<file path="src/rtl/vga_pkg.sv">
// Shared VGA constants, pixel field types and scheduler state encoding.
package vga_pkg;

  localparam int SCREEN_W    = 160;
  localparam int SCREEN_H    = 120;
  localparam int MAX_CLIENTS = 4;

  typedef logic [7:0] coord_x_t;
  typedef logic [6:0] coord_y_t;
  typedef logic [2:0] colour_t;

  typedef enum logic [1:0] {
    ST_IDLE,
    ST_RUN,
    ST_RELEASE,
    ST_DONE
  } sched_state_t;

  // Lowest set bit of mask at or above 'from'; 3'd4 means no client remains.
  function automatic logic [2:0] find_next(input logic [3:0] mask, input logic [2:0] from);
    logic [2:0] r;
    r = 3'd4;
    for (int i = MAX_CLIENTS - 1; i >= 0; i--) begin
      if (mask[i] && (3'(i) >= from)) r = 3'(i);
    end
    return r;
  endfunction

endpackage

</file>
<file path="src/rtl/draw_scheduler_if.sv">
// Scheduler handshake, client pixel streams and shared VGA port.
interface draw_scheduler_if #(
  parameter int N_CLIENTS = 2
);

  logic                     start;
  logic [N_CLIENTS-1:0]     client_en;
  logic                     done;
  logic [N_CLIENTS-1:0]     client_start;
  logic [N_CLIENTS-1:0]     client_done;
  logic [8*N_CLIENTS-1:0]   client_x;
  logic [7*N_CLIENTS-1:0]   client_y;
  logic [3*N_CLIENTS-1:0]   client_colour;
  logic [N_CLIENTS-1:0]     client_plot;
  logic [7:0]               vga_x;
  logic [6:0]               vga_y;
  logic [2:0]               vga_colour;
  logic                     vga_plot;
  logic [14:0]              plot_count;

  modport master (
    output start, client_en, client_done, client_x, client_y, client_colour, client_plot,
    input  done, client_start, vga_x, vga_y, vga_colour, vga_plot, plot_count
  );

  modport slave (
    input  start, client_en, client_done, client_x, client_y, client_colour, client_plot,
    output done, client_start, vga_x, vga_y, vga_colour, vga_plot, plot_count
  );

endinterface

</file>
<file path="src/rtl/pixel_clip.sv">
// Passes a plot strobe only while active and the pixel lies on screen.
module pixel_clip #(
  parameter int SCREEN_W = vga_pkg::SCREEN_W,
  parameter int SCREEN_H = vga_pkg::SCREEN_H
) (
  input  vga_pkg::coord_x_t x,
  input  vga_pkg::coord_y_t y,
  input  logic              plot,
  input  logic              active,
  output logic              plot_ok
);
  import vga_pkg::*;

  localparam coord_x_t X_LIM = coord_x_t'(SCREEN_W);
  localparam coord_y_t Y_LIM = coord_y_t'(SCREEN_H);

  assign plot_ok = active && plot && (x < X_LIM) && (y < Y_LIM);

endmodule

</file>
<file path="src/rtl/draw_scheduler.sv">
// Runs enabled drawing clients in ascending order and muxes the active one onto VGA.
//   state   | meaning
//   IDLE    | waiting for start; latches enable mask on acceptance
//   RUN     | client_start[idx] high, active client owns the VGA port
//   RELEASE | start withdrawn, waiting for client_done[idx] to drop
//   DONE    | done high until start is released
module draw_scheduler #(
  parameter int N_CLIENTS = 2,
  parameter int SCREEN_W  = vga_pkg::SCREEN_W,
  parameter int SCREEN_H  = vga_pkg::SCREEN_H
) (
  input logic             clk,
  input logic             rst_n,
  draw_scheduler_if.slave bus
);
  import vga_pkg::*;

  sched_state_t         state;
  logic [1:0]           idx;
  logic [3:0]           en_q;
  logic [3:0]           en_pad;
  logic [3:0]           scan_mask;
  logic [2:0]           scan_from;
  logic [2:0]           nxt;
  logic [N_CLIENTS-1:0] nxt_start;
  logic [N_CLIENTS-1:0] client_start;
  logic                 done;
  logic [14:0]          plot_count;

  coord_x_t sel_x;
  coord_y_t sel_y;
  colour_t  sel_colour;
  logic     sel_plot;
  logic     sel_done;
  logic     running;
  logic     plot_ok;

  always_comb begin
    en_pad = '0;
    en_pad[N_CLIENTS-1:0] = bus.client_en;
    if (state == ST_IDLE) begin
      scan_mask = en_pad;
      scan_from = 3'd0;
    end else begin
      scan_mask = en_q;
      scan_from = {1'b0, idx} + 3'd1;
    end
    nxt = find_next(scan_mask, scan_from);
    for (int i = 0; i < N_CLIENTS; i++) begin
      nxt_start[i] = (nxt[1:0] == 2'(i));
    end
  end

  always_comb begin
    sel_x      = '0;
    sel_y      = '0;
    sel_colour = '0;
    sel_plot   = 1'b0;
    sel_done   = 1'b0;
    for (int i = 0; i < N_CLIENTS; i++) begin
      if (idx == 2'(i)) begin
        sel_x      = bus.client_x[i*8 +: 8];
        sel_y      = bus.client_y[i*7 +: 7];
        sel_colour = bus.client_colour[i*3 +: 3];
        sel_plot   = bus.client_plot[i];
        sel_done   = bus.client_done[i];
      end
    end
  end

  assign running = (state == ST_RUN);

  pixel_clip #(
    .SCREEN_W (SCREEN_W),
    .SCREEN_H (SCREEN_H)
  ) u_clip (
    .x       (sel_x),
    .y       (sel_y),
    .plot    (sel_plot),
    .active  (running),
    .plot_ok (plot_ok)
  );

  // Coordinates are forced to zero outside RUN so idle clients leave no trace on VGA.
  assign bus.vga_x        = running ? sel_x      : '0;
  assign bus.vga_y        = running ? sel_y      : '0;
  assign bus.vga_colour   = running ? sel_colour : '0;
  assign bus.vga_plot     = plot_ok;
  assign bus.client_start = client_start;
  assign bus.done         = done;
  assign bus.plot_count   = plot_count;

  always_ff @(posedge clk or negedge rst_n) begin
    if (!rst_n) begin
      state        <= ST_IDLE;
      idx          <= '0;
      en_q         <= '0;
      client_start <= '0;
      done         <= 1'b0;
      plot_count   <= '0;
    end else begin
      if (plot_ok && (plot_count != 15'h7FFF)) plot_count <= plot_count + 15'd1;
      case (state)
        ST_IDLE: begin
          if (bus.start) begin
            en_q       <= en_pad;
            plot_count <= '0;
            if (nxt[2]) begin
              done  <= 1'b1;
              state <= ST_DONE;
            end else begin
              idx          <= nxt[1:0];
              client_start <= nxt_start;
              state        <= ST_RUN;
            end
          end
        end
        ST_RUN: begin
          if (sel_done) begin
            client_start <= '0;
            state        <= ST_RELEASE;
          end
        end
        ST_RELEASE: begin
          if (!sel_done) begin
            if (nxt[2]) begin
              done  <= 1'b1;
              state <= ST_DONE;
            end else begin
              idx          <= nxt[1:0];
              client_start <= nxt_start;
              state        <= ST_RUN;
            end
          end
        end
        ST_DONE: begin
          if (!bus.start) begin
            done  <= 1'b0;
            state <= ST_IDLE;
          end
        end
        default: state <= ST_IDLE;
      endcase
    end
  end

endmodule

</file>
<file path="src/flat_wrapper.sv">
// flat-port wrapper written by rule: the top's interface ports become plain ports
module draw_scheduler_flat import vga_pkg::*;
#(
  parameter int N_CLIENTS = 2,
  parameter int SCREEN_W  = vga_pkg::SCREEN_W,
  parameter int SCREEN_H  = vga_pkg::SCREEN_H
)
  (clk, rst_n, bus_start, bus_client_en, bus_client_done, bus_client_x, bus_client_y, bus_client_colour, bus_client_plot, bus_done, bus_client_start, bus_vga_x, bus_vga_y, bus_vga_colour, bus_vga_plot, bus_plot_count);
  draw_scheduler_if #(.N_CLIENTS(N_CLIENTS)) bus_i ();
  input logic clk;
  input logic rst_n;
  input wire logic [$bits(bus_i.start)-1:0] bus_start;
  input wire logic [$bits(bus_i.client_en)-1:0] bus_client_en;
  input wire logic [$bits(bus_i.client_done)-1:0] bus_client_done;
  input wire logic [$bits(bus_i.client_x)-1:0] bus_client_x;
  input wire logic [$bits(bus_i.client_y)-1:0] bus_client_y;
  input wire logic [$bits(bus_i.client_colour)-1:0] bus_client_colour;
  input wire logic [$bits(bus_i.client_plot)-1:0] bus_client_plot;
  output wire logic [$bits(bus_i.done)-1:0] bus_done;
  output wire logic [$bits(bus_i.client_start)-1:0] bus_client_start;
  output wire logic [$bits(bus_i.vga_x)-1:0] bus_vga_x;
  output wire logic [$bits(bus_i.vga_y)-1:0] bus_vga_y;
  output wire logic [$bits(bus_i.vga_colour)-1:0] bus_vga_colour;
  output wire logic [$bits(bus_i.vga_plot)-1:0] bus_vga_plot;
  output wire logic [$bits(bus_i.plot_count)-1:0] bus_plot_count;
  assign bus_i.start = bus_start;
  assign bus_i.client_en = bus_client_en;
  assign bus_i.client_done = bus_client_done;
  assign bus_i.client_x = bus_client_x;
  assign bus_i.client_y = bus_client_y;
  assign bus_i.client_colour = bus_client_colour;
  assign bus_i.client_plot = bus_client_plot;
  assign bus_done = bus_i.done;
  assign bus_client_start = bus_i.client_start;
  assign bus_vga_x = bus_i.vga_x;
  assign bus_vga_y = bus_i.vga_y;
  assign bus_vga_colour = bus_i.vga_colour;
  assign bus_vga_plot = bus_i.vga_plot;
  assign bus_plot_count = bus_i.plot_count;
  draw_scheduler #(.N_CLIENTS(N_CLIENTS), .SCREEN_W(SCREEN_W), .SCREEN_H(SCREEN_H)) u_core (.clk(clk), .rst_n(rst_n), .bus(bus_i));
endmodule
</file>
<file path="config.mk">
export PLATFORM = sky130hd
export DESIGN_NAME = draw_scheduler_flat
export DESIGN_NICKNAME = d
export VERILOG_FILES = /design/src/rtl/vga_pkg.sv /design/src/rtl/draw_scheduler_if.sv /design/src/rtl/pixel_clip.sv /design/src/rtl/draw_scheduler.sv /design/src/flat_wrapper.sv
export SDC_FILE = /design/constraint.sdc
export NUM_CORES = 1
export LEC_CHECK = 0
export BUFFER_PORTS_ARGS = -buffer_cell sky130_fd_sc_hd__buf_2
export CAP_MARGIN = 20
export CORE_AREA = 2 2 66 68
export DETAILED_ROUTE_END_ITERATION = 10
export DIE_AREA = 0 0 68 70
export PLACE_DENSITY_LB_ADDON = 0.15
export SLEW_MARGIN = 20
export SYNTH_ARGS = -nofsm -noshare
export SYNTH_HDL_FRONTEND = slang
export SYNTH_SLANG_ARGS = --single-unit
</file>
<file path="constraint.sdc">
create_clock -name clk -period 6.4 [get_ports clk]
set_clock_uncertainty 0.2 [all_clocks]
set_input_delay 0.32 -clock clk [delete_from_list [all_inputs] [get_ports clk]]
set_output_delay 0.32 -clock clk [all_outputs]
set_load 0.01 [all_outputs]
</file>
==> results of run 1 <==
flip-flops by register name, summed over array words and instances (netlist names):
name / flops
u_core.bus.client_start: 2
u_core.bus.done: 1
u_core.bus.plot_count: 15
u_core.en_q: 1
u_core.idx: 1
u_core.state: 2
per-layer routing:
metal | global-route usage (%) | vias up | part of all wire (%)
li1 | - | 842 | -
met1 | 21.5 | 729 | 43
met2 | 29.4 | 36 | 52
met3 | 3.38 | 2 | 4.3
met4 | 2.00 | 0 | 0.23
met5 | 0 | - | 0
placed cells by master (no fill, tap or decap), types with 3 or more instances in the layout:
cell type / instances
sky130_fd_sc_hd__buf_2: 81
sky130_fd_sc_hd__nor2_1: 26
sky130_fd_sc_hd__dfrtp_1: 22
sky130_fd_sc_hd__nand2_1: 20
sky130_fd_sc_hd__mux2i_1: 19
sky130_fd_sc_hd__a21oi_1: 16
sky130_fd_sc_hd__o31ai_1: 11
sky130_fd_sc_hd__or4_1: 8
sky130_fd_sc_hd__nand3_1: 7
sky130_fd_sc_hd__o21ai_0: 5
sky130_fd_sc_hd__inv_1: 5
sky130_fd_sc_hd__nand2b_1: 4
sky130_fd_sc_hd__or3_1: 4
sky130_fd_sc_hd__clkbuf_8: 4
sky130_fd_sc_hd__and4_1: 3
sky130_fd_sc_hd__nor3_1: 3
sky130_fd_sc_hd__o211ai_1: 3
worst paths after layout:
path                                       startpoint                             endpoint  slack (ps)
max                         u_core.idx[0]$_DFFE_PN0P_                         bus_vga_plot        3050
min                                  bus_client_en[1]           u_core.en_q[1]$_DFFE_PN0P_          80
max reg2reg                 u_core.idx[0]$_DFFE_PN0P_  u_core.bus.plot_count[11]$_DFF_PN0_        3170
min reg2reg                u_core.en_q[1]$_DFFE_PN0P_           u_core.en_q[1]$_DFFE_PN0P_         280
max in group asynchronous                       rst_n   u_core.bus.plot_count[0]$_DFF_PN0_        5280
min in group asynchronous                       rst_n   u_core.bus.plot_count[6]$_DFF_PN0_         350
cell type report:
type,count,area (µm²),share of cell area [%]
clock buffers,4,55.1,2.69
inverters,5,18.8,0.919
multi-input cells,148,923,45.2
flip-flops and latches,22,551,26.9
well taps,52,65.1,3.18
repair buffers,84,430,21.1
kinds of logic after synthesis:
kind of cell,Yosys count
and+or+nand+nor,84
AOI/OAI and AO/OA,42
DFF,22
muxes,20
buffers and inverters,18
xor gates and xnor gates,1
adders and majority gates,1
report_power, final:
part | switching, W | total, W | internal [W]
Clock | 0.0000477 | 0.000103 | 0.0000549
Combinational | 0.000160 | 0.000307 | 0.000147
Sequential | 0.0000678 | 0.000239 | 0.000171
worst register-to-register path, delay by kind of cell, from the launching register on:
kind / cells / cell delay, ps
compound gates: 1 / 150
simple gates: 4 / 1760
flops: 1 / 1060
through the flow:
step	hold slack (ps)	area, µm²	instances	util [%]	total power, W
2_1_floorplan	-176	1560	188	-	0.000458
3_3_place_gp	131	1980	310	47.7	0.000547
3_5_place_dp	133	1980	310	47.7	0.000549
4_1_cts	72.8	2040	315	49.3	0.000656
5_1_grt	102	2040	315	49.3	0.000700
6_report	77.1	2040	315	49.3	0.000648
cells in the mapped netlist (2+ instances only):
cell type	n
sky130_fd_sc_hd__or4_1	8
sky130_fd_sc_hd__clkbuf_1	5
sky130_fd_sc_hd__mux2i_1	19
sky130_fd_sc_hd__o21ai_0	5
sky130_fd_sc_hd__nor3_1	3
sky130_fd_sc_hd__and4_1	3
sky130_fd_sc_hd__a21oi_1	16
sky130_fd_sc_hd__nor2_1	26
sky130_fd_sc_hd__buf_2	5
sky130_fd_sc_hd__nor3b_1	2
sky130_fd_sc_hd__dfrtp_1	22
sky130_fd_sc_hd__o211ai_1	3
sky130_fd_sc_hd__nand2_1	20
sky130_fd_sc_hd__a31oi_1	2
sky130_fd_sc_hd__nor2b_1	2
sky130_fd_sc_hd__or3_1	4
sky130_fd_sc_hd__o21a_1	2
sky130_fd_sc_hd__buf_6	2
sky130_fd_sc_hd__nand2b_1	4
sky130_fd_sc_hd__nand3_1	7
sky130_fd_sc_hd__o31ai_1	11
sky130_fd_sc_hd__inv_1	5
==> flow_summary.yaml, run 1 <==
yosys:
  synth_flop_cell: "sky130_fd_sc_hd__dfrtp_1"
  synthMuxAreaShare_pct: 12.9
  synth-compound-area-share_pct: 16.8
  combinational_family_with_the_most_area_after_synthesis: "simple AND/OR/NAND/NOR gates"
  yosys.area.top_type: "sky130_fd_sc_hd__dfrtp_1"
  synthesis.nets: 234
  synth-edff-count: 0
  syn-cell-area_um2: 1560
  post_synth_xor_area_fraction_pct: 0.563
  async_reset_ff_share_pct: 100
  synthesis.area_per_instance_um2: 8.28
  synth_top_area_share_pct: 35.4
  syn_inst: 188
  synth.ff_latch_count: 22
  yosys.cell_types.count: 34
  synth_simple_gate_area_share_pct: 27.8
  synth-adder-area-share_pct: 0.804
  yosys-top-cells-area: "sky130_fd_sc_hd__dfrtp_1, sky130_fd_sc_hd__mux2i_1, sky130_fd_sc_hd__nor2_1, sky130_fd_sc_hd__o31ai_1, sky130_fd_sc_hd__a21oi_1"
  yosysSeqAreaShare_pct: 35.4
  yosysWarnings: 0
routing:
  drt.antenna.violating_nets: 0
  vias_after_detailed_routing: 1609
  wire_per_inst_um: 12.6
  vias_per_cell: 5.11
  dr.first_iter.drc_count: 92
  drtPass1Iterations: 4
  drt_wl_total_um: 3970
  route.detailed.drc: 0
sta:
  fmax_mhz: 299
  timing.final.setup_violations: 0
  hold_violations: 0
  setup_total_negative_slack_ps: 0
  timing.final.ws_setup_ps: 3050
  post-route-min-period_ps: 3350
  tightest_slew_ps: 1070
  period_share_pct: 52.3
  slew_headroom_pct: 28.5
  grt_setup_unrepaired: "false"
  drv_slew: 0
die:
  floorplan.core_area_um2: 4140
  fp.dieArea_um2: 4760
  initial_utilization_pct: 37.6
  rows: 24
  fp.dieW_um: 68
  floorplan.die.height_um: 70
  io_pins: 82
clock_tree:
  post_cts_hold_buffer_count: 1
  cts_setup_buffers: 0
  clkLatencyLatePin_ps: 270
  clock_net_sink_count: 22
  clk_slew_on_worst_s_h_paths_ps: 90
  ctsResizeCount: 0
  clock-root-buffer: "sky130_fd_sc_hd__clkbuf_8"
  h-tree-depth: 1
  cts_tree: "yes"
  max-clock-path-buffers: 2
  cts_buffers: 3
global_route:
  grt.total_usage_pct: 16.8
  antenna_violations_before_repair: 0
  first_global_vias: 1420
  grt_pass1_wl_um: 6400
  grt_max_degree: 27
  globalRouteOverflowTotal: 0
placement:
  routabilityCongestion: 0.727
  port_buffers: 81
  place_ws_ps: 3170
  hpwlAfterDp_um: 2970
worst_setup_path:
  critical_path_required_ps: 5880
  timing.critical_path.fanout_max: 26
  r2r_depth: 5
  crit_type: "reg2out"
  crit_cells: 5
  worst_setup_path_end_kind: "output pin"
  timing.critical_path.slowest_cell_delay_ps: 1060
  timing.critical_path.cells: "nand2b_1 > nor2_1 > or4_1 > inv_1 > buf_2"
  worst_path_buffer_plus_inverter_count: 2
  cp_slowest_cell: "sky130_fd_sc_hd__dfrtp_1"
  startpoint_type: "flop"
  timing.critical_path.arrival_ps: 2830
  cpLargestDelayFamily: "simple AND/OR/NAND/NOR gates"
power:
  power.static_leakage_nw: 1.03
  power.density_cell_area_nw_per_um2: 317
  peakVddDrop_mv: 0.242
flow_run:
  cap_viol_max_count: 0
min_path:
  worst_hold_path.num_cells: 3
  worst_hold_path_type: "in2reg"
cells_and_area:
  final.fill_count: 421
  final_layout_size_suffix_gt1_share_pct: 34.6
  antenna_cells: 0
  synthToLayoutAreaGrowth_pct: 31.3
  finish.net_count: 310
status:
  run_status: "completed"
Power figures use the tool's default switching activity.
==> run 2, diff against run 1 <==
==> constraint.sdc (replaced) <==
create_clock -name clk -period 3.35 [get_ports clk]
set_clock_uncertainty 0.2 [all_clocks]
set_input_delay 0.1675 -clock clk [delete_from_list [all_inputs] [get_ports clk]]
set_output_delay 0.1675 -clock clk [all_outputs]
set_load 0.01 [all_outputs]
==> flow_summary.yaml, run 2 (synthesized netlist as in run 1, its figures left out) <==
flow_run:
  cap_viol_max_count: 0
sta:
  fmax_mhz: 350
  hold_violations: 0
  post-route-min-period_ps: 2860
  slew_headroom_pct: 34.0
  timing.final.setup_violations: 0
  setup_total_negative_slack_ps: 0
  tightest_slew_ps: 982
  drv_slew: 0
  grt_setup_unrepaired: "false"
  period_share_pct: 85.3
worst_setup_path:
  startpoint_type: "flop"
  critPathMostFrequentCell: "sky130_fd_sc_hd__or4_1"
  timing.critical_path.arrival_ps: 2840
  worst_path_buffer_plus_inverter_count: 0
  rrSetupSlack_ps: 490
  timing.critical_path.fanout_max: 26
  critical_path_required_ps: 3330
  worst_setup_path_end_kind: "flop"
  cpLargestDelayFamily: "simple AND/OR/NAND/NOR gates"
  timing.critical_path.cells: "nand2b_4 > o21bai_1 > or4_1 > or4_1 > a21oi_1"
  cp_slowest_cell: "sky130_fd_sc_hd__or4_1"
  crit_type: "reg2reg"
  timing.critical_path.slowest_cell_delay_ps: 830
die:
  rows: 24
  initial_utilization_pct: 37.6
  io_pins: 82
  floorplan.core_area_um2: 4140
  fp.dieArea_um2: 4760
  fp.dieW_um: 68
  floorplan.die.height_um: 70
global_route:
  antenna_violations_before_repair: 0
  globalRouteOverflowTotal: 0
  grt.met1_usage_pct: 23.1
  global_route.peak_usage_layer: "met2"
  grt_pass1_wl_um: 6540
  globalRouteMet3Util_pct: 4.03
  grt_max_degree: 27
  grt.total_usage_pct: 17.2
  first_global_vias: 1483
  use_met2_pct: 28.6
clock_tree:
  clkLatencyLatePin_ps: 260
  cts_tree: "yes"
  h-tree-depth: 1
  clk_slew_on_worst_s_h_paths_ps: 70
  max-clock-path-buffers: 2
  clock_net_sink_count: 22
  cts_buffers: 3
  clock-root-buffer: "sky130_fd_sc_hd__clkbuf_8"
power:
  power.switching_w: 0.000526
  combPwrFrac_pct: 50.5
  cellInternalPower_w: 0.000717
  peakVddDrop_mv: 0.445
  power.density_cell_area_nw_per_um2: 597
  power_switching_share_pct: 42.3
  p_clk_share_pct: 15.2
  power.static_leakage_nw: 1.04
  seq_power_share_pct: 34.3
cells_and_area:
  finish.net_count: 314
  antenna_cells: 0
  max_ffs_per_register: 15
  mostFrequentLayoutCells: "sky130_fd_sc_hd__buf_2, sky130_fd_sc_hd__nor2_1, sky130_fd_sc_hd__dfrtp_1"
  largestRegisters: "u_core.bus.plot_count (15), u_core.bus.client_start (2), u_core.state (2)"
  registers.top_by_ff_count: "u_core.bus.plot_count"
  final_layout_size_suffix_gt1_share_pct: 34.5
  utilization_pct: 50.2
  mostFrequentLayoutCell: "sky130_fd_sc_hd__buf_2"
  synthToLayoutAreaGrowth_pct: 33.7
  final.fill_count: 427
routing:
  drtPass1Iterations: 4
  route.detailed.drc: 0
  drt_wl_total_um: 4060
  wire_per_inst_um: 12.7
  drt.antenna.violating_nets: 0
  vias_per_cell: 5.12
  dr.first_iter.drc_count: 128
  vias_after_detailed_routing: 1634
placement:
  port_buffers: 81
  hpwlAfterDp_um: 3080
  routabilityCongestion: 0.761
min_path:
  worst_hold_path_type: "in2reg"
status:
  run_status: "completed"
[run 2: cell types whose count changed in the layout (fill, tap and decap cells not counted)]
cell                            previous run  this run
sky130_fd_sc_hd__buf_4                     2         3
sky130_fd_sc_hd__dlygate4sd3_1             1         4
[run 2: cell type report]
| type | count | area, µm² | area share [%] |
|---|---|---|---|
| clock buffers | 4 | 55.1 | 2.65 |
| inverters | 5 | 18.8 | 0.902 |
| multi-input cells | 148 | 923 | 44.4 |
| flip-flops and latches | 22 | 551 | 26.5 |
| well taps | 52 | 65.1 | 3.13 |
| repair buffers | 88 | 468 | 22.5 |
[run 2: layer usage]
layer / share of wire, % / up-vias
met5: 0 / -
met3: 4.6 / 4
met1: 44 / 748
li1: - / 845
met4: 0.76 / 0
met2: 50 / 37
[run 2: worst reg2reg max path, stage by stage (launching register included)]
cell                       delay, ps
sky130_fd_sc_hd__dfrtp_1         480
sky130_fd_sc_hd__nand2b_4        280
sky130_fd_sc_hd__o21bai_1        200
sky130_fd_sc_hd__or4_1           830
sky130_fd_sc_hd__or4_1           620
sky130_fd_sc_hd__a21oi_1         180
[run 2: per-stage QoR]
step | hold WS [ps] | instance area, µm² | instances | setup WS (ps) | power (W)
after floorplan | -328 | 1560 | 188 | 1080 | 0.000876
after CTS | 115 | 2080 | 319 | 483 | 0.00126
final | 118 | 2080 | 319 | 492 | 0.00124
after detailed placement | -25.4 | 1990 | 311 | 488 | 0.00106
after global routing | 149 | 2080 | 319 | 300 | 0.00135
after global placement | -30.3 | 1990 | 311 | 567 | 0.00105
[run 2: timing repair]
action,4_1_cts,5_1_grt
hold endpoints to repair,25,0
buffers inserted,0,0
setup endpoints to repair,0,0
hold buffers,4,0
resized for setup,0,0
[run 2: power by group through the flow]
stage | sequential [W] | combinational, W | clock [W]
detailed placement | 0.000430 | 0.000629 | 0
global route | 0.000440 | 0.000699 | 0.000207
floorplan | 0.000387 | 0.000489 | 0
CTS | 0.000425 | 0.000635 | 0.000197
finish | 0.000426 | 0.000627 | 0.000189
global placement | 0.000429 | 0.000622 | 0
[run 2: worst paths after layout]
kind / from / endpoint / cells past startpoint
setup / recovery: u_core.state[1]$_DFFE_PN0P_ / u_core.bus.plot_count[3]$_DFF_PN0_ / 5
hold / removal: bus_client_done[0] / u_core.state[0]$_DFFE_PN0P_ / 3
setup reg to reg: u_core.state[1]$_DFFE_PN0P_ / u_core.bus.plot_count[3]$_DFF_PN0_ / 5
hold reg to reg: u_core.en_q[1]$_DFFE_PN0P_ / u_core.en_q[1]$_DFFE_PN0P_ / 2
max in group asynchronous: rst_n / u_core.bus.plot_count[4]$_DFF_PN0_ / 2
min in group asynchronous: rst_n / u_core.bus.plot_count[6]$_DFF_PN0_ / 2
